## config.mk

```make
export PLATFORM = sky130hd
export DESIGN_NAME = br_redirect
export DESIGN_NICKNAME = d
export VERILOG_FILES = /design/src/rtl/br_redirect.sv
export SDC_FILE = /design/constraint.sdc
export NUM_CORES = 1
export LEC_CHECK = 0
export CAP_MARGIN = 15
export CELL_PAD_IN_SITES_DETAIL_PLACEMENT = 1
export CELL_PAD_IN_SITES_GLOBAL_PLACEMENT = 2
export CORE_MARGIN = 2
export CORE_UTILIZATION = 28
export DETAILED_ROUTE_END_ITERATION = 10
export PLACE_DENSITY_LB_ADDON = 0.1
export RECOVER_POWER = 25
export SYNTH_ARGS = -nofsm -noshare
export SYNTH_HDL_FRONTEND = slang
export SYNTH_SLANG_ARGS = --single-unit
```

## constraint.sdc

```tcl
create_clock -name clk -period 7.1 [get_ports clk]
set_input_delay 2.13 -clock clk [delete_from_list [all_inputs] [get_ports clk]]
set_output_delay 2.13 -clock clk [all_outputs]
set_load 0.03 [all_outputs]
```

## src/rtl/br_redirect.sv

```systemverilog
// Branch redirect unit: holds the oldest mispredicted branch until the ROB commits it,
// then emits a one-cycle flush with the fetch redirect. Forwards every branch result as a predictor update.
module br_redirect #(
  parameter int ROB_DEPTH = 16,
  parameter int ROB_IDX_W = $clog2(ROB_DEPTH)
) (
  input  logic                 clk,
  input  logic                 rst,
  input  logic                 br_valid,
  input  logic [ROB_IDX_W-1:0] br_rob_id,
  input  logic                 br_miss_predict,
  input  logic [31:0]          br_target_address,
  input  logic [31:0]          br_pc,
  input  logic                 br_taken,
  input  logic [ROB_IDX_W-1:0] rob_head_id,
  input  logic                 rob_commit_valid,
  output logic                 flush,
  output logic [31:0]          redirect_pc,
  output logic                 pending,
  output logic                 upd_valid,
  output logic [31:0]          upd_pc,
  output logic                 upd_taken,
  output logic [31:0]          upd_target,
  output logic [1:0]           dbg_state
);

  // Handshake: none. A branch result is taken in any cycle br_valid=1; a commit is taken
  // in any cycle rob_commit_valid=1. Neither side can be stalled.

  typedef enum logic [1:0] {
    S_IDLE  = 2'd0,
    S_WAIT  = 2'd1,
    S_FLUSH = 2'd2
  } state_e;

  state_e                 state_q;
  logic [ROB_IDX_W-1:0]   held_id_q;
  logic [31:0]            held_tgt_q;
  logic                   flush_q;
  logic [31:0]            redirect_pc_q;
  logic                   pending_q;
  logic                   upd_valid_q;
  logic [31:0]            upd_pc_q;
  logic                   upd_taken_q;
  logic [31:0]            upd_target_q;

  logic                   mispredict;
  logic                   held_commit;
  logic [ROB_IDX_W-1:0]   age_new;
  logic [ROB_IDX_W-1:0]   age_held;
  logic                   new_is_older;

  // Age relative to the ROB head; ROB_DEPTH is a power of two so the natural wrap is the modulo.
  assign age_new      = br_rob_id - rob_head_id;
  assign age_held     = held_id_q - rob_head_id;
  assign new_is_older = (age_new < age_held);
  assign mispredict   = br_valid && br_miss_predict;
  assign held_commit  = rob_commit_valid && (rob_head_id == held_id_q);

  always_ff @(posedge clk) begin
    if (rst) begin
      state_q       <= S_IDLE;
      held_id_q     <= '0;
      held_tgt_q    <= '0;
      flush_q       <= 1'b0;
      redirect_pc_q <= '0;
      pending_q     <= 1'b0;
      upd_valid_q   <= 1'b0;
      upd_pc_q      <= '0;
      upd_taken_q   <= 1'b0;
      upd_target_q  <= '0;
    end else begin
      flush_q     <= 1'b0;
      upd_valid_q <= 1'b0;

      // Results arriving during FLUSH belong to the squashed path and are dropped.
      if (br_valid && (state_q != S_FLUSH)) begin
        upd_valid_q  <= 1'b1;
        upd_pc_q     <= br_pc;
        upd_taken_q  <= br_taken;
        upd_target_q <= br_target_address;
      end

      case (state_q)
        S_IDLE: begin
          if (mispredict) begin
            held_id_q  <= br_rob_id;
            held_tgt_q <= br_target_address;
            pending_q  <= 1'b1;
            state_q    <= S_WAIT;
          end
        end
        S_WAIT: begin
          // Commit wins over a same-cycle mispredict, which is necessarily younger.
          if (held_commit) begin
            flush_q       <= 1'b1;
            redirect_pc_q <= held_tgt_q;
            pending_q     <= 1'b0;
            held_id_q     <= '0;
            held_tgt_q    <= '0;
            state_q       <= S_FLUSH;
          end else if (mispredict && new_is_older) begin
            held_id_q  <= br_rob_id;
            held_tgt_q <= br_target_address;
          end
        end
        S_FLUSH: begin
          state_q <= S_IDLE;
        end
        default: begin
          pending_q <= 1'b0;
          state_q   <= S_IDLE;
        end
      endcase
    end
  end

  assign flush       = flush_q;
  assign redirect_pc = redirect_pc_q;
  assign pending     = pending_q;
  assign upd_valid   = upd_valid_q;
  assign upd_pc      = upd_pc_q;
  assign upd_taken   = upd_taken_q;
  assign upd_target  = upd_target_q;
  assign dbg_state   = state_q;

endmodule

```

After elaboration in Yosys (flattened, before gate mapping)

Cells that the tools add are included.

Flip-flop bits (word level): 138
Latch bits: 0
Bits in writable memories: 0
ROM bits: 0
Input port bits: 78
Output and inout port bits: 102
Logic and storage cells: 49
Memories kept: 0

Add/sub/neg operators: 2
Multipliers: 0
Div/mod/pow operators: 0
$lt $le $gt $ge: 1
Equality and inequality tests: 7
Shifts and indexed selects: 0
Muxes and demuxes: 16
Bitwise logic cells: 2
Reduce and logical (&&, ||, !) cells: 11

Operators with widths:

| cell                                          | count |
|---|---|
| two-way mux 32 bit                            | 3 |
| case mux 32 bit (2 select lines)              | 1 |
| two-way mux 4 bit                             | 3 |
| case mux 4 bit (2 select lines)               | 1 |
| subtractor 4 bit                              | 2 |
| != test 2 bit, second input constant          | 3 |
| AND reduction 3 bit                           | 2 |
| == test 4 bit                                 | 1 |
| logical AND 1 bit                             | 4 |
| < comparator 4 bit                            | 1 |
| two-way mux 1 bit                             | 4 |
| two-way mux 2 bit                             | 2 |
| case mux 2 bit (2 select lines)               | 1 |
| AND reduction 2 bit                           | 2 |
| != test 3 bit, second input constant          | 1 |
| case mux 1 bit (3 select lines)               | 1 |
| == test 2 x 1 -> 1 bit, second input constant | 1 |
| == test 2 bit, second input constant          | 1 |
| logical NOT 2 bit                             | 1 |
| inverter 1 bit                                | 2 |
| nonzero test 2 bit                            | 1 |
| OR reduction 2 bit                            | 1 |

Longest topological paths before layout

Gate-level depths: netlist of run 1.

Depth after elaboration: 6
Depth in mapped cells: 12
Gate-level depth less buffers: 10

Worst setup path before layout of run 1

Ideal clock, no wire load.

Path type: input port to flip-flop
From: input port rob_head_id[1]
To: register held_id_q[3]
Setup time: 0.120 ns
Arrival: 4.241 ns
Data required time: 6.980 ns
Setup slack: 2.740 ns
Stages: 11
Buffers on the path: 2
Cells stage by stage: inv_1 > ha_1 > a21o_1 > a21oi_1 > xnor2_1 > ha_1 > a2111oi_0 > a211oi_2 > buf_4 > buf_6 > mux2i_1

Word-level cells in the longest chain between the ends: 5
Elaborated cells between the ends (all ways): 10
Those cells by class: 2 x add/sub; 1 x order compare; 2 x eq/ne; 2 x mux; 3 x reduce/logical

RTL lines:

| element                             | RTL line | source |
|---|---|---|
| from (decl)                         | 15       | `input logic [ROB_IDX_W-1:0] rob_head_id,` |
| subtractor 4 bit (on tied branches) | 54, 55   |  |
| < comparator 4 bit                  | 56       | `assign new_is_older = (age_new < age_held);` |
| logical AND 1 bit                   | 102      | `end else if (mispredict && new_is_older) begin` |
| != test 3 bit (no line)             | -        |  |
| AND reduction 3 bit (no line)       | -        |  |
| to (signal assigned)                | 87       | `held_id_q <= br_rob_id;` |
| to (signal assigned)                | 103      | `held_id_q <= br_rob_id;` |
| to (decl)                           | 37       | `logic [ROB_IDX_W-1:0] held_id_q;` |

Parallel ways exist; a longest one is shown, timed or not.
A chain may end at the register's enable or synchronous reset.

==> flow_summary.toml, run 1 <==
[outcome]
status = "complete, but fails checks"
violations = "max-capacitance violations, max-slew violations"

[critical_path]
critPathArrivalTime_ps = 5710
crit_start = "rst"
end_kind = "register"
path_buf_inv = 2
cp_max_fo = 122
critPathKind = "in2reg"
crit_required_ps = 7370
crit_slowest_cell = "clkbuf_1"
max_stage_delay_ps = 1710
startpoint_type = "input pin"
path_cells = "clkbuf_2, clkbuf_1, nand3b_1, mux2i_1"
critPathTopFamily = "buffers and inverters"
rr_startpoint = "held_id_q[1]"

[sta]
rsz0062_at_grt = "false"
worst_pin_slew_ps = 2270
final.min_clock_period_ps = 5440
final_max_slew_viol_count = 177
skew_ps = 6.55
fin_tns_setup_ps = 0
setup_violations = 0
clock.fmax_mhz = 184
finalHoldViolCount = 0
finalCritPeriodShare_pct = 76.7
relSlewSlack_pct = -51.3

[synthesis]
yosys.area.top_type = "dfxtp_1"
postSynthAreaPerCell_um2 = 8.60
synth_async_sr_flop_share_pct = 0
synth_flop_cell = "dfxtp_1"
ys_seq_area_share_pct = 50.3
synth_seq_cells = 138
synth_edf_count = 0
yosys_warnings = 0
synth_top_area_share_pct = 50.3
syn_area_mm2 = 0.00550
yosysUniqueCellTypes = 29
synthTopCellsByArea = "dfxtp_1 (50%), nand2_1 (13%), a21oi_1 (9.1%)"
netlist_instances = 639
synth_nets = 728

[grt]
grt-ovfl-total = 0
grt_first_pass_wirelength_mm = 26.7
antenna_found_initial = 0
grtUsageTotal_pct = 16.5
grt_max_degree = 123
grt_pass1_vias = 5158

[cts]
cts_tree = "yes"
cts-root-buf = "clkbuf_16"
cts_hold_buf = 0
clock_latency_ps = 410
cts_max_path_buffers = 2
numClockSinks = 138
clk_pin_slew_ps = 60
cts_setup_buffers = 0
cts_buffers = 17
cts_resized = 0
htreeDepth = 4

[die]
std_cell_rows = 51
initial_core_util_pct = 28.4
dieWidth_um = 144
core_mm2 = 0.0193
die_h_um = 144
io_pins = 180
die_area_mm2 = 0.0208

[finish]
diodes = 0
final_cell_mix = "nand2_1 (196), clkdlybuf4s50_1 (151), dfxtp_1 (138)"
final_common_cell = "nand2_1"
syn_to_final_growth_pct = 46.1
finalNetCount = 883
fin_cells = 1071
drive_above_1_share_pct = 5.21

[placed_design]
io_buffer_count = 179
placedCellCount = 1040
dp_hpwl_mm = 11.6
gp_congestion = 0.886

[detailed_routing]
drt_first_iter_violations = 166
vias = 4817
viasPerCell = 4.50
wirelength_mm = 16.9
drtAntennaViolNets = 0
route.detailed.drc = 0
wl_per_cell_um = 15.7
first_pass_iters = 4

[power]
pwr_density_cell_mw_per_mm2 = 255
p_leak_nw = 3.13
ir_worst_vdd_mv = 0.167

[run]
drv_cap = 2

[worst_hold_path]
hold_class = "reg2reg"
hp-start = "redirect_pc[10]"
-- Yosys cell counts (all sizes together) (4+ instances only) --
cell type	count
a21oi	100
buf	24
nor2	4
dfxtp	138
nand2b	36
mux2i	36
nand3b	35
clkbuf	25
inv	11
xnor2	5
nand2	196
ha	9
-- worst register-to-register path: cells and delay by family (launching register included) --
| kind | cells | cell delay (ps) |
|---|---|---|
| AOI/OAI and AO/OA | 4 | 1230 |
| adders and majority gates | 2 | 560 |
| DFF | 1 | 400 |
| buffers and inverters | 1 | 350 |
| muxes | 1 | 220 |
| xor gates and xnor gates | 1 | 160 |
-- cell families after synthesis --
logic type,count (synthesis),synth area share (%)
simple gates,277,23.6
mux,36,6.56
buf+inv,60,5.26
xor+xnor,6,0.956
flops,138,50.3
fa+ha+maj,11,2.78
compound gates,111,10.6
-- registers in the layout, summed over array words and instances, names as in the netlist --
signal and count:
held_id_q 4, redirect_pc 32, pending 1, upd_taken 1
held_tgt_q 32, dbg_state 2, flush 1, upd_target 32
upd_valid 1, upd_pc 32
-- layout make-up --
class	count	area [µm²]
fill	2232	11300
multi-input combinational	441	2470
inverter	11	41.3
tap	265	332
sequential	138	2760
clock inverter	10	118
clock buffer	21	470
timing repair buffer	185	1830
-- per-stage QoR --
step	power, mW	util [%]	hold slack, ps	setup WS (ps)	area (µm²)
floorplan	1.05	-	432	2740	5500
global placement	1.17	38.5	440	1740	7440
detailed placement	1.18	38.5	445	1580	7440
CTS	2.08	41.5	456	2030	8030
global route	2.15	41.5	467	1210	8030
finish	2.05	41.5	450	1660	8030
-- path summary, 6_finish.rpt --
kind                                        end  slack [ps]  cells after the start
worst max-delay path               held_id_q[2]        1660                      4
worst min-delay path            redirect_pc[10]         450                      2
worst max register to register   held_tgt_q[19]        4030                      9
worst min register to register  redirect_pc[10]         450                      2
-- report_power, final --
part | leakage (nW) | switching (mW) | internal [mW]
Clock | 0.278 | 0.344 | 0.544
Combinational | 1.72 | 0.168 | 0.146
Sequential | 1.13 | 0.0262 | 0.823
-- layer usage --
layer	global-route usage (%)	routed length, µm
met3	7.25	1340
met5	0	0
met4	5.42	276
met1	19.6	7480
met2	26.9	7760
Note: power is estimated with default switching activity, not from simulation.
==> run 2, diff against run 1 <==
--- a/config.mk
+++ b/config.mk
@@ -9,7 +9,7 @@
 export CELL_PAD_IN_SITES_DETAIL_PLACEMENT = 1
 export CELL_PAD_IN_SITES_GLOBAL_PLACEMENT = 2
 export CORE_MARGIN = 2
-export CORE_UTILIZATION = 28
+export CORE_UTILIZATION = 24
 export DETAILED_ROUTE_END_ITERATION = 10
 export PLACE_DENSITY_LB_ADDON = 0.1
 export RECOVER_POWER = 25
==> constraint.sdc (replaced) <==
create_clock -name clk -period 4.8 [get_ports clk]
set_input_delay 1.44 -clock clk [delete_from_list [all_inputs] [get_ports clk]]
set_output_delay 1.44 -clock clk [all_outputs]
set_load 0.03 [all_outputs]
==> flow_summary.toml, run 2 (synthesis results as in run 1) <==
[power]
power.switching_mw = 0.813
pwr-share-clk_pct = 46.6
pwr_density_cell_mw_per_mm2 = 395
internal_power_mw = 2.41
power.share.combinational_pct = 14.6
p_leak_nw = 3.25
p_sw_share_pct = 25.2
seqPwrFrac_pct = 38.9
ir_worst_vdd_mv = 0.235

[sta]
final_max_slew_viol_count = 177
skew_ps = 10.7
worst_pin_slew_ps = 1660
final.min_clock_period_ps = 4070
finalWorstSetupSlack_ps = 731
rsz0062_at_grt = "false"
finalHoldViolCount = 0
setup_violations = 0
relSlewSlack_pct = -10.6
fin_tns_setup_ps = 0
clock.fmax_mhz = 246
finalCritPeriodShare_pct = 84.8

[critical_path]
cp_max_fo = 88
critPathArrivalTime_ps = 4360
end_kind = "register"
crit_slowest_cell = "clkbuf_2"
critPathKind = "in2reg"
path_cells = "clkbuf_2, clkbuf_2, nand2b_1, mux2i_1"
crit_path_frequent_cell = "clkbuf_2"
max_stage_delay_ps = 1350
startpoint_type = "input pin"
crit_required_ps = 5090

[detailed_routing]
wl_per_cell_um = 15.7
first_pass_iters = 4
drt_first_iter_violations = 147
drtAntennaViolNets = 0
wirelength_mm = 17.2
viasPerCell = 4.47
vias = 4882
route.detailed.drc = 0

[finish]
final_cell_mix = "nand2_1 (196), dfxtp_1 (138), clkdlybuf4s50_1 (130)"
finalNetCount = 885
drive_above_1_share_pct = 5.69
fin_util_pct = 36.2
diodes = 0
final_common_cell = "nand2_1"
syn_to_final_growth_pct = 48.8
fin_cells = 1093
fillers = 2608

[grt]
grt_pass1_vias = 5298
antenna_found_initial = 0
grtUsageTotal_pct = 14.3
grt_first_pass_wirelength_mm = 27.2
grt-ovfl-total = 0
grt_max_degree = 89

[placed_design]
io_buffer_count = 179
dp_hpwl_mm = 11.5
placedCellCount = 1062
pre_cts_ws_ps = 405
gp_congestion = 0.720

[die]
die_area_mm2 = 0.0241
dieWidth_um = 155
io_pins = 180
std_cell_rows = 55
initial_core_util_pct = 24.3
die_h_um = 155
core_mm2 = 0.0226

[run]
drv_cap = 2

[outcome]
violations = "max-capacitance violations, max-slew violations"
status = "complete, but fails checks"

[cts]
cts-root-buf = "clkbuf_16"
cts_max_path_buffers = 2
clk_pin_slew_ps = 60
cts_hold_buf = 0
numClockSinks = 138
htreeDepth = 4
cts_resized = 0
cts_buffers = 17
cts_tree = "yes"
clock_latency_ps = 420
cts_setup_buffers = 0

[worst_hold_path]
hold_class = "reg2reg"
run 2: cell count changes in the layout (fill, tap and decap cells not counted), sizes merged, moves of 2 or more:
cell / delta
clkinv: +2
buf: +2
dlygate4sd3: +21
clkinvlp: -3
clkbuf: -4
clkdlybuf4s50: -21
bufinv: +4
run 2: per-layer routing:
| layer | GRT usage, % | wire length [µm] | part of all wire (%) |
|---|---|---|---|
| met1 | 17.0 | 7670 | 45 |
| met2 | 24.4 | 8140 | 47 |
| met3 | 4.65 | 1050 | 6.1 |
| met4 | 5.07 | 286 | 1.7 |
| met5 | 0 | 0 | 0 |
run 2: critical path: cells and delay by family:
kind / cells / cell delay, ps
and+or+nand+nor: 1 / 240
muxes: 1 / 80
buffers and inverters: 2 / 2500
run 2: worst paths after layout:
kind                               startpoint              to  slack [ps]  cells past startpoint
worst max-delay path                      rst   held_tgt_q[0]         730                      4
worst min-delay path            held_tgt_q[8]  redirect_pc[8]         450                      2
worst max register to register   held_id_q[1]   held_tgt_q[0]        2150                     10
worst min register to register  held_tgt_q[8]  redirect_pc[8]         450                      2
run 2: cell type report:
type / count / area (µm²) / share of cell area, %
clock inverter: 14 / 245 / 3.00
multi-input combinational: 441 / 2470 / 30.3
inverter: 11 / 41.3 / 0.505
tap: 285 / 357 / 4.36
timing repair buffer: 187 / 1870 / 22.9
sequential: 138 / 2760 / 33.8
clock buffer: 17 / 425 / 5.20
run 2: power by group through the flow:
stage | clock [mW] | sequential [mW] | combinational (mW)
after global routing | 1.59 | 1.26 | 0.514
after global placement | 0 | 1.28 | 0.467
after floorplan | 0 | 1.34 | 0.219
after CTS | 1.56 | 1.26 | 0.486
after detailed placement | 0 | 1.28 | 0.484
final | 1.50 | 1.25 | 0.470
run 2: metrics by stage:
step           power [mW]  cell area (µm²)  hold slack (ps)
2_1_floorplan        1.56             5500              432
3_3_place_gp         1.74             7520              438
3_5_place_dp         1.76             7520              447
4_1_cts              3.30             8190              457
5_1_grt              3.37             8180              472
6_report             3.23             8180              451
